<file path="config.mk">
export PLATFORM = sky130hd
export DESIGN_NAME = uart_tx_scheduler
export DESIGN_NICKNAME = d
export VERILOG_FILES = /design/src/rtl/uart_tx_scheduler.sv
export SDC_FILE = /design/constraint.sdc
export NUM_CORES = 1
export LEC_CHECK = 0
export ABC_AREA = 1
export BUFFER_PORTS_ARGS = -buffer_cell sky130_fd_sc_hd__buf_2
export CAP_MARGIN = 20
export CORE_MARGIN = 5
export CORE_UTILIZATION = 37
export DETAILED_ROUTE_END_ITERATION = 12
export GPL_TIMING_DRIVEN = 0
export PLACE_DENSITY = 0.69
export SYNTH_ARGS = -nofsm -noshare
export SYNTH_HDL_FRONTEND = slang
export SYNTH_SLANG_ARGS = --single-unit
</file>
<file path="constraint.sdc">
create_clock -name clk -period 2.15 [get_ports clk]
set_input_delay 0.3225 -clock clk [delete_from_list [all_inputs] [get_ports clk]]
set_output_delay 0.3225 -clock clk [all_outputs]
set_load 0.02 [all_outputs]
</file>
<file path="src/rtl/uart_tx_scheduler.sv">
// uart_tx_scheduler: round-robin arbiter sharing one 8N1 UART TX line among
// NCH byte requesters. Drives an external baud generator (baud_ena out,
// baud_tick in) and shifts each granted byte out LSB first.
// Optional even parity: define UART_TX_SCHED_PARITY_EN to insert a parity
// bit after d7 (frame becomes 8E1).
//
//   state | meaning
//   IDLE  | line high, baudgen stopped, waiting for any request
//   FRAME | baudgen running; each tick drives the next frame bit. The tick
//         | with bitcnt == FRAME_LEN closes the frame and either regrants
//         | back-to-back (new start bit on the same tick) or returns to IDLE
module uart_tx_scheduler #(
  parameter int NCH       = 4,
  parameter int STOP_BITS = 1
) (
  input  logic                   clk,
  input  logic                   rst,
  input  logic [NCH-1:0]         req,
  input  logic [8*NCH-1:0]       data,
  output logic [NCH-1:0]         gnt,
  output logic                   baud_ena,
  input  logic                   baud_tick,
  output logic                   tx,
  output logic                   busy,
  output logic [$clog2(NCH)-1:0] cur_ch
);

  localparam int CW = $clog2(NCH);
`ifdef UART_TX_SCHED_PARITY_EN
  localparam int PB = 1;
`else
  localparam int PB = 0;
`endif
  // frm holds everything after the start bit: data, [parity], stop bits
  localparam int FW        = 8 + PB + STOP_BITS;
  localparam int FRAME_LEN = 1 + FW;
  localparam logic [3:0] END_CNT = 4'(FRAME_LEN);

  typedef enum logic {IDLE, FRAME} state_t;

  state_t          state;
  logic [CW-1:0]   last;
  logic [3:0]      bitcnt;
  logic [FW-1:0]   frm;

  logic            pick_vld;
  logic [CW-1:0]   pick;
  logic [CW-1:0]   cand;
  logic [7:0]      pick_byte;
  logic [NCH-1:0]  pick_oh;
  logic [FW-1:0]   pick_frm;

  // Round-robin scan starting one past the last granted channel
  always_comb begin
    pick_vld = 1'b0;
    pick     = '0;
    cand     = (last == CW'(NCH-1)) ? '0 : last + CW'(1);
    for (int k = 0; k < NCH; k++) begin
      if (!pick_vld && req[cand]) begin
        pick_vld = 1'b1;
        pick     = cand;
      end
      cand = (cand == CW'(NCH-1)) ? '0 : cand + CW'(1);
    end
  end

  // Select the winning byte, build its grant vector and frame payload
  always_comb begin
    pick_byte = '0;
    pick_oh   = '0;
    for (int i = 0; i < NCH; i++) begin
      if (pick == CW'(i)) begin
        pick_byte  = data[8*i +: 8];
        pick_oh[i] = pick_vld;
      end
    end
`ifdef UART_TX_SCHED_PARITY_EN
    pick_frm = {{STOP_BITS{1'b1}}, ^pick_byte, pick_byte};
`else
    pick_frm = {{STOP_BITS{1'b1}}, pick_byte};
`endif
  end

  // Scheduler FSM; all outputs registered, tx only moves on a tick
  always_ff @(posedge clk or posedge rst) begin
    if (rst) begin
      state    <= IDLE;
      last     <= CW'(NCH-1);
      bitcnt   <= '0;
      frm      <= '1;
      tx       <= 1'b1;
      baud_ena <= 1'b0;
      busy     <= 1'b0;
      gnt      <= '0;
      cur_ch   <= '0;
    end else begin
      gnt <= '0;
      case (state)
        IDLE: begin
          if (pick_vld) begin
            frm      <= pick_frm;
            gnt      <= pick_oh;
            cur_ch   <= pick;
            last     <= pick;
            bitcnt   <= '0;
            baud_ena <= 1'b1;
            busy     <= 1'b1;
            state    <= FRAME;
          end
        end
        FRAME: begin
          if (baud_tick) begin
            if (bitcnt == END_CNT) begin
              if (pick_vld) begin
                // back-to-back: this tick already carries the new start bit
                frm    <= pick_frm;
                gnt    <= pick_oh;
                cur_ch <= pick;
                last   <= pick;
                tx     <= 1'b0;
                bitcnt <= 4'd1;
              end else begin
                tx       <= 1'b1;
                baud_ena <= 1'b0;
                busy     <= 1'b0;
                state    <= IDLE;
              end
            end else if (bitcnt == 4'd0) begin
              tx     <= 1'b0;
              bitcnt <= bitcnt + 4'd1;
            end else begin
              tx     <= frm[0];
              frm    <= {1'b1, frm[FW-1:1]};
              bitcnt <= bitcnt + 4'd1;
            end
          end
        end
        default: state <= IDLE;
      endcase
    end
  end

endmodule
</file>
Word level (Yosys, flattened, before mapping)
Cells that the tools add are included.
{ "classes": {"reduce_logical": 13, "n_addsub": 5, "bitwise_logic": 1, "n_eq_ne": 14, "n_lt_le_gt_ge": 4, "mux": 62} }
{ "ops": {"columns": ["cell", "n"], "rows": [
  ["$mux W9", 4],
  ["$mux W8", 4],
  ["$mux W2", 14],
  ["$mux W4", 7],
  ["$mux W1", 22],
  ["$pmux W9 S2", 1],
  ["$pmux W4 S2", 2],
  ["$eq A2 B2 Y1 const B", 6],
  ["$lt A2 B3 Y1 const B", 4],
  ["$add A2 B1 Y2 const B", 4],
  ["$bmux W1 S2", 4],
  ["$pmux W2 S2", 2],
  ["$ne A2 B2 Y1 const B", 3],
  ["$ne A3 B3 Y1 const B", 2],
  ["$reduce_and A2 Y1", 3],
  ["$add A4 B1 Y4 const B", 1],
  ["$eq A4 B4 Y1 const B", 1],
  ["$logic_not A4 Y1", 1],
  ["$pmux W1 S2", 2],
  ["$reduce_and A4 Y1", 1],
  ["$logic_and A1 B1 Y1", 3],
  ["$logic_not A1 Y1", 3],
  ["$reduce_and A3 Y1", 1],
  ["$eq A2 B1 Y1 const B", 1],
  ["3 further kinds", 3]
]} }
{ "totals": {"input_bits": 39, "regBits": 24, "output_inout_bits": 9} }

Longest topological paths before layout
{ "logic_depth": {"depth_word": 23, "ltp_mapped": 20, "ltp_nobuf": 19} }

Least setup slack after synthesis
OpenSTA, ideal clock, no wires.
{ "synth_timing": {"path_type": "register to register", "startpoint": "reg last[0]", "endpoint": "reg frm[7]", "period_less_slack_ps": 2275, "t_arrival_ps": 2199, "t_required_ps": 2074, "path_slack_ps": -125, "path_stages_with_launch": 18, "path_cell_list": "dfstp_2 > ha_1 > buf_4 > inv_1 > o21ai_2 > nand3_1 > nand2_1 > nand3_1 > nand2_1 > nor2_2 > nand2_2 > buf_6 > o21ai_0 > nand3_1 > nand2_1 > nand2_1 > nand2_1 > nand2_1"} }
{ "synth_between": {"elab_chain_cells": 23} }
{ "synth_lines": {"columns": ["element", "line_no", "source"], "rows": [
  ["from (decl)", "42", "logic [CW-1:0] last;"],
  ["from (signal assigned)", "88", "last <= CW'(NCH-1);"],
  ["from (signal assigned)", "104", "last <= pick;"],
  ["from (signal assigned)", "119", "last <= pick;"],
  ["$add A2 B1 Y2 / $eq A2 B2 Y1 (equally long branches)", "57", "cand = (last == CW'(NCH-1)) ? '0 : last + CW'(1);"],
  ["$mux W2 (*)", "57", null],
  ["parallel branches: the longest is 17 deep, another holds $add A2 B1 Y2", null, null],
  ["$mux W9 (*)", "100, 114", null],
  ["$mux W9", "113", "if (bitcnt == END_CNT) begin"],
  ["$mux W9", "112", "if (baud_tick) begin"],
  ["$pmux W9 S2 (*)", "98", "case (state)"],
  ["to (signal assigned)", "101", "frm <= pick_frm;"],
  ["to (signal assigned)", "116", "frm <= pick_frm;"],
  ["to (signal assigned)", "133", "frm <= {1'b1, frm[FW-1:1]};"],
  ["to (decl)", "44", "logic [FW-1:0] frm;"]
]} }
Every way passes the cells marked *. The select of a mux whose other input is x is not followed.
A chain may end at the register's enable or synchronous reset.

Final worst setup path
{ "layout_timing": {"startpoint": "reg last[0]", "endpoint": "reg frm[6]"} }
Same word-level chain as after synthesis.

==> impl_metrics.sql <==
INSERT INTO impl_metrics (metric_group, metric, value, unit) VALUES
('flow_run', 'max-cap-violations', '0', ''),
('worst_setup_path', 'rr_startpoint', 'last[0]$_DFFE_PP1P_', ''),
('status', 'failed_checks', 'negative setup slack', ''),
('logic_synthesis', 'yosysWarnings', '0', ''),
('floorplan', 'initial_utilization', '37.7', '%'),
('finish', 'antenna_fix_cells', '0', ''),
('cts', 'clockRootBuffer', 'sky130_fd_sc_hd__clkbuf_8', ''),
('cts', 'cts-root-to-sink-buffers', '2', ''),
('cts', 'h-tree-depth', '1', ''),
('floorplan', 'floorplan.core_area', '5040', 'um^2'),
('finish', 'layoutNonFillerInstCount', '430', ''),
('routing', 'wl_per_cell', '12.0', 'um'),
('sta', 'min_period_over_period', '107', '%'),
('logic_synthesis', 'synth_top_family_by_area', 'simple AND/OR/NAND/NOR gates', ''),
('floorplan', 'dieWidth', '81.7', 'um'),
('finish', 'multi_input_comb_area', '1290', 'um^2'),
('logic_synthesis', 'post_synth_and_or_nand_nor_area_fraction', '40.6', '%'),
('cts', 'cts_tree', 'yes', ''),
('routing', 'antenna_violating_nets_post_route', '0', ''),
('finish', 'nFillCells', '483', ''),
('worst_setup_path', 'worstSetupStartpoint', 'last[0]$_DFFE_PP1P_', ''),
('placed_design', 'gpl.final_weighted_congestion', '0.871', ''),
('sta', 'slew_violations', '0', ''),
('grt', 'grt_util_met1', '19.4', '%'),
('floorplan', 'rows', '26', ''),
('grt', 'grt_pass1_wl', '8.14', 'mm'),
('sta', 'layout_min_cycle_time', '2.30', 'ns'),
('worst_setup_path', 'crit_path_end_kind', 'flip-flop', ''),
('cts', 'worst_setup_hold_path_clk_slew', '0.09', 'ns'),
('worst_setup_path', 'worst-endpoint-required', '2.36', 'ns'),
('worst_setup_path', 'worst_setup_path_start_kind', 'flip-flop', ''),
('routing', 'detail_route.vias_per_cell', '4.72', ''),
('logic_synthesis', 'yosysSeqAreaShare', '32.4', '%'),
('placed_design', 'dp_cells', '414', ''),
('min_path', 'hold_class', 'input port to async pin', ''),
('sta', 'final.setup.worst_slack', '-0.155', 'ns'),
('finish', 'nets', '404', ''),
('routing', 'routed-via-count', '2030', ''),
('placed_design', 'place.port_buffers', '47', ''),
('logic_synthesis', 'synthDistinctLibCells', '30', ''),
('grt', 'grt_busiest_layer', 'met2', ''),
('routing', 'initialDrtViolationCount', '95', ''),
('logic_synthesis', 'post_synth_instance_area', '1900', 'um^2'),
('sta', 'highest_clock_rate', '434', 'MHz'),
('grt', 'antenna_violations_before_repair', '0', ''),
('finish', 'layout.area.seq', '616', 'um^2'),
('worst_setup_path', 'crit_arrival', '2.51', 'ns'),
('routing', 'remaining_drc_errors', '0', ''),
('cts', 'hold_bufs_at_cts', '0', ''),
('logic_synthesis', 'synth_fp_nets', '340', ''),
('worst_setup_path', 'crit_type', 'flip-flop to flip-flop', ''),
('logic_synthesis', 'synth_xor_area_share', '0', '%'),
('grt', 'grt_start_max_net_pins', '25', ''),
('floorplan', 'fp.dieArea', '6670', 'um^2'),
('finish', 'drive_above_1_share', '41.7', '%'),
('grt', 'grt_pass1_vias', '1877', ''),
('cts', 'cts_sinks', '24', ''),
('grt', 'grtUsageTotal', '15.4', '%'),
('status', 'run_status', 'complete, but fails checks', ''),
('floorplan', 'design.portCount', '48', ''),
('routing', 'wirelength', '5.15', 'mm'),
('grt', 'globalRouteMet3Util', '2.08', '%'),
('logic_synthesis', 'syn_avg_cell_area', '6.40', 'um^2'),
('floorplan', 'die_height', '81.7', 'um'),
('sta', 'hold_violations', '0', ''),
('grt', 'use_met2', '27.4', '%'),
('sta', 'setup-violations-final', '8', ''),
('cts', 'cts-buffers-inserted', '3', ''),
('finish', 'design_area', '2690', 'um^2'),
('sta', 'clock_skew', '0.00749', 'ns'),
('worst_setup_path', 'critPathMaxFanout', '8', '');
-- metrics by stage --
step | TNS, ns | worst slack (ns) | hold slack (ns)
after floorplan | -0.000698 | -0.000698 | 0.328
after global placement | -3.37 | -0.245 | 0.458
after detailed placement | -3.14 | -0.238 | 0.457
after CTS | -1.81 | -0.196 | 0.267
after global routing | -3.82 | -0.326 | 0.311
final | -1.07 | -0.155 | 0.226
-- final cells by class --
cell class | count | area share, %
sequential | 24 | 22.9
timing repair buffer | 60 | 13.4
clock buffer | 3 | 1.54
inverter | 54 | 8.43
buffer | 3 | 1.26
clock inverter | 1 | 1.12
multi-input combinational | 215 | 48.1
tap | 70 | 3.26
-- worst max-delay path, cell delays in order, from the launching register on --
cell and delay (ns):
sky130_fd_sc_hd__dfstp_2 0.58, sky130_fd_sc_hd__buf_8 0.15, sky130_fd_sc_hd__inv_4 0.06, sky130_fd_sc_hd__nand2_2 0.12, sky130_fd_sc_hd__nand3_4 0.09, sky130_fd_sc_hd__nand2_4 0.09
sky130_fd_sc_hd__inv_2 0.07, sky130_fd_sc_hd__nand3_2 0.09, sky130_fd_sc_hd__nand2_2 0.06, sky130_fd_sc_hd__nor2_2 0.15, sky130_fd_sc_hd__nand2_4 0.10, sky130_fd_sc_hd__buf_6 0.12
sky130_fd_sc_hd__nor2_4 0.18, sky130_fd_sc_hd__nand2_1 0.10, sky130_fd_sc_hd__nand3_2 0.09, sky130_fd_sc_hd__nand2_1 0.06, sky130_fd_sc_hd__nand2_1 0.05, sky130_fd_sc_hd__nand2_1 0.05
sky130_fd_sc_hd__nand2_1 0.06
-- synth_stat cells, drive strengths merged --
| cell | n | area [um^2] |
|---|---|---|
| nand4 | 5 | 31.3 |
| buf | 4 | 37.5 |
| nor2 | 21 | 104 |
| a21oi | 3 | 15.0 |
| inv | 53 | 206 |
| clkinv | 1 | 3.75 |
| clkbuf | 1 | 3.75 |
| o21ai | 35 | 190 |
| nand2 | 114 | 460 |
| nor3 | 4 | 31.3 |
| nor3b | 1 | 7.51 |
| nand3 | 25 | 130 |
| dfstp | 12 | 315 |
| ha | 4 | 50.1 |
| nand3b | 1 | 7.51 |
| dfrtp | 12 | 300 |
| o22ai | 1 | 6.26 |
-- kinds of logic (layout without fill, tap and decap cells) --
family | after synthesis | after routing
flip-flops | 24 | 24
AND/OR/NAND/NOR | 171 | 172
adder cells (fa/ha/maj) | 4 | 4
AO/OA/AOI/OAI | 39 | 39
buffers and inverters | 59 | 121
-- metal layers --
layer / vias to the layer above / part of all wire (%)
li1: 1055 / -
met1: 912 / 43
met2: 57 / 49
met3: 6 / 6.1
met4: 0 / 1.6
met5: - / 0
-- cell usage in the layout, fill, tap and decap left out, types with 3 or more instances in the layout --
cell type                  count
sky130_fd_sc_hd__nand2_1      90
sky130_fd_sc_hd__buf_2        47
sky130_fd_sc_hd__inv_1        45
sky130_fd_sc_hd__nand2_2      16
sky130_fd_sc_hd__o21ai_0      16
sky130_fd_sc_hd__o21ai_1      14
sky130_fd_sc_hd__nand3_2      13
sky130_fd_sc_hd__dfrtp_1      12
sky130_fd_sc_hd__dfstp_2      12
sky130_fd_sc_hd__nand3_1      11
sky130_fd_sc_hd__nor2_1       11
sky130_fd_sc_hd__nand2_4       8
sky130_fd_sc_hd__buf_4         8
sky130_fd_sc_hd__buf_6         6
sky130_fd_sc_hd__nor2_2        5
sky130_fd_sc_hd__nor2_4        5
sky130_fd_sc_hd__nand4_1       5
sky130_fd_sc_hd__inv_4         3
sky130_fd_sc_hd__o21ai_4       3
sky130_fd_sc_hd__inv_2         3
sky130_fd_sc_hd__ha_1          3
sky130_fd_sc_hd__clkbuf_8      3
-- path summary, 6_finish.rpt --
kind	end	slack (ns)	cells past startpoint
setup / recovery	frm[6]$_DFFE_PP1P_	-0.15	18
hold / removal	cur_ch[0]$_DFFE_PP0P_	0.23	2
setup reg to reg	frm[6]$_DFFE_PP1P_	-0.15	18
hold reg to reg	frm[7]$_DFFE_PP1P_	0.47	2
max in group asynchronous	state$_DFF_PP0_	1.38	2
min in group clk	tx$_DFFE_PP1P_	0.43	4
-- sequential cells by signal, indices dropped and copies added, names as in the netlist --
name and cells:
tx 1, gnt 4, last 2, cur_ch 2
state 1, bitcnt 4, busy 1, frm 9
-- what timing repair did --
| item | 4_1_cts | 5_1_grt |
|---|---|---|
| setup buffers | 11 | 2 |
| gates cloned | 1 | 0 |
| pin swaps | 10 | 26 |
| resized for setup | 37 | 44 |
| endpoints found under the setup margin | 22 | 24 |
Power is left out: the tool's default activity adds up to more than one toggle a clock period on the data nets, which glitch-free logic cannot reach.
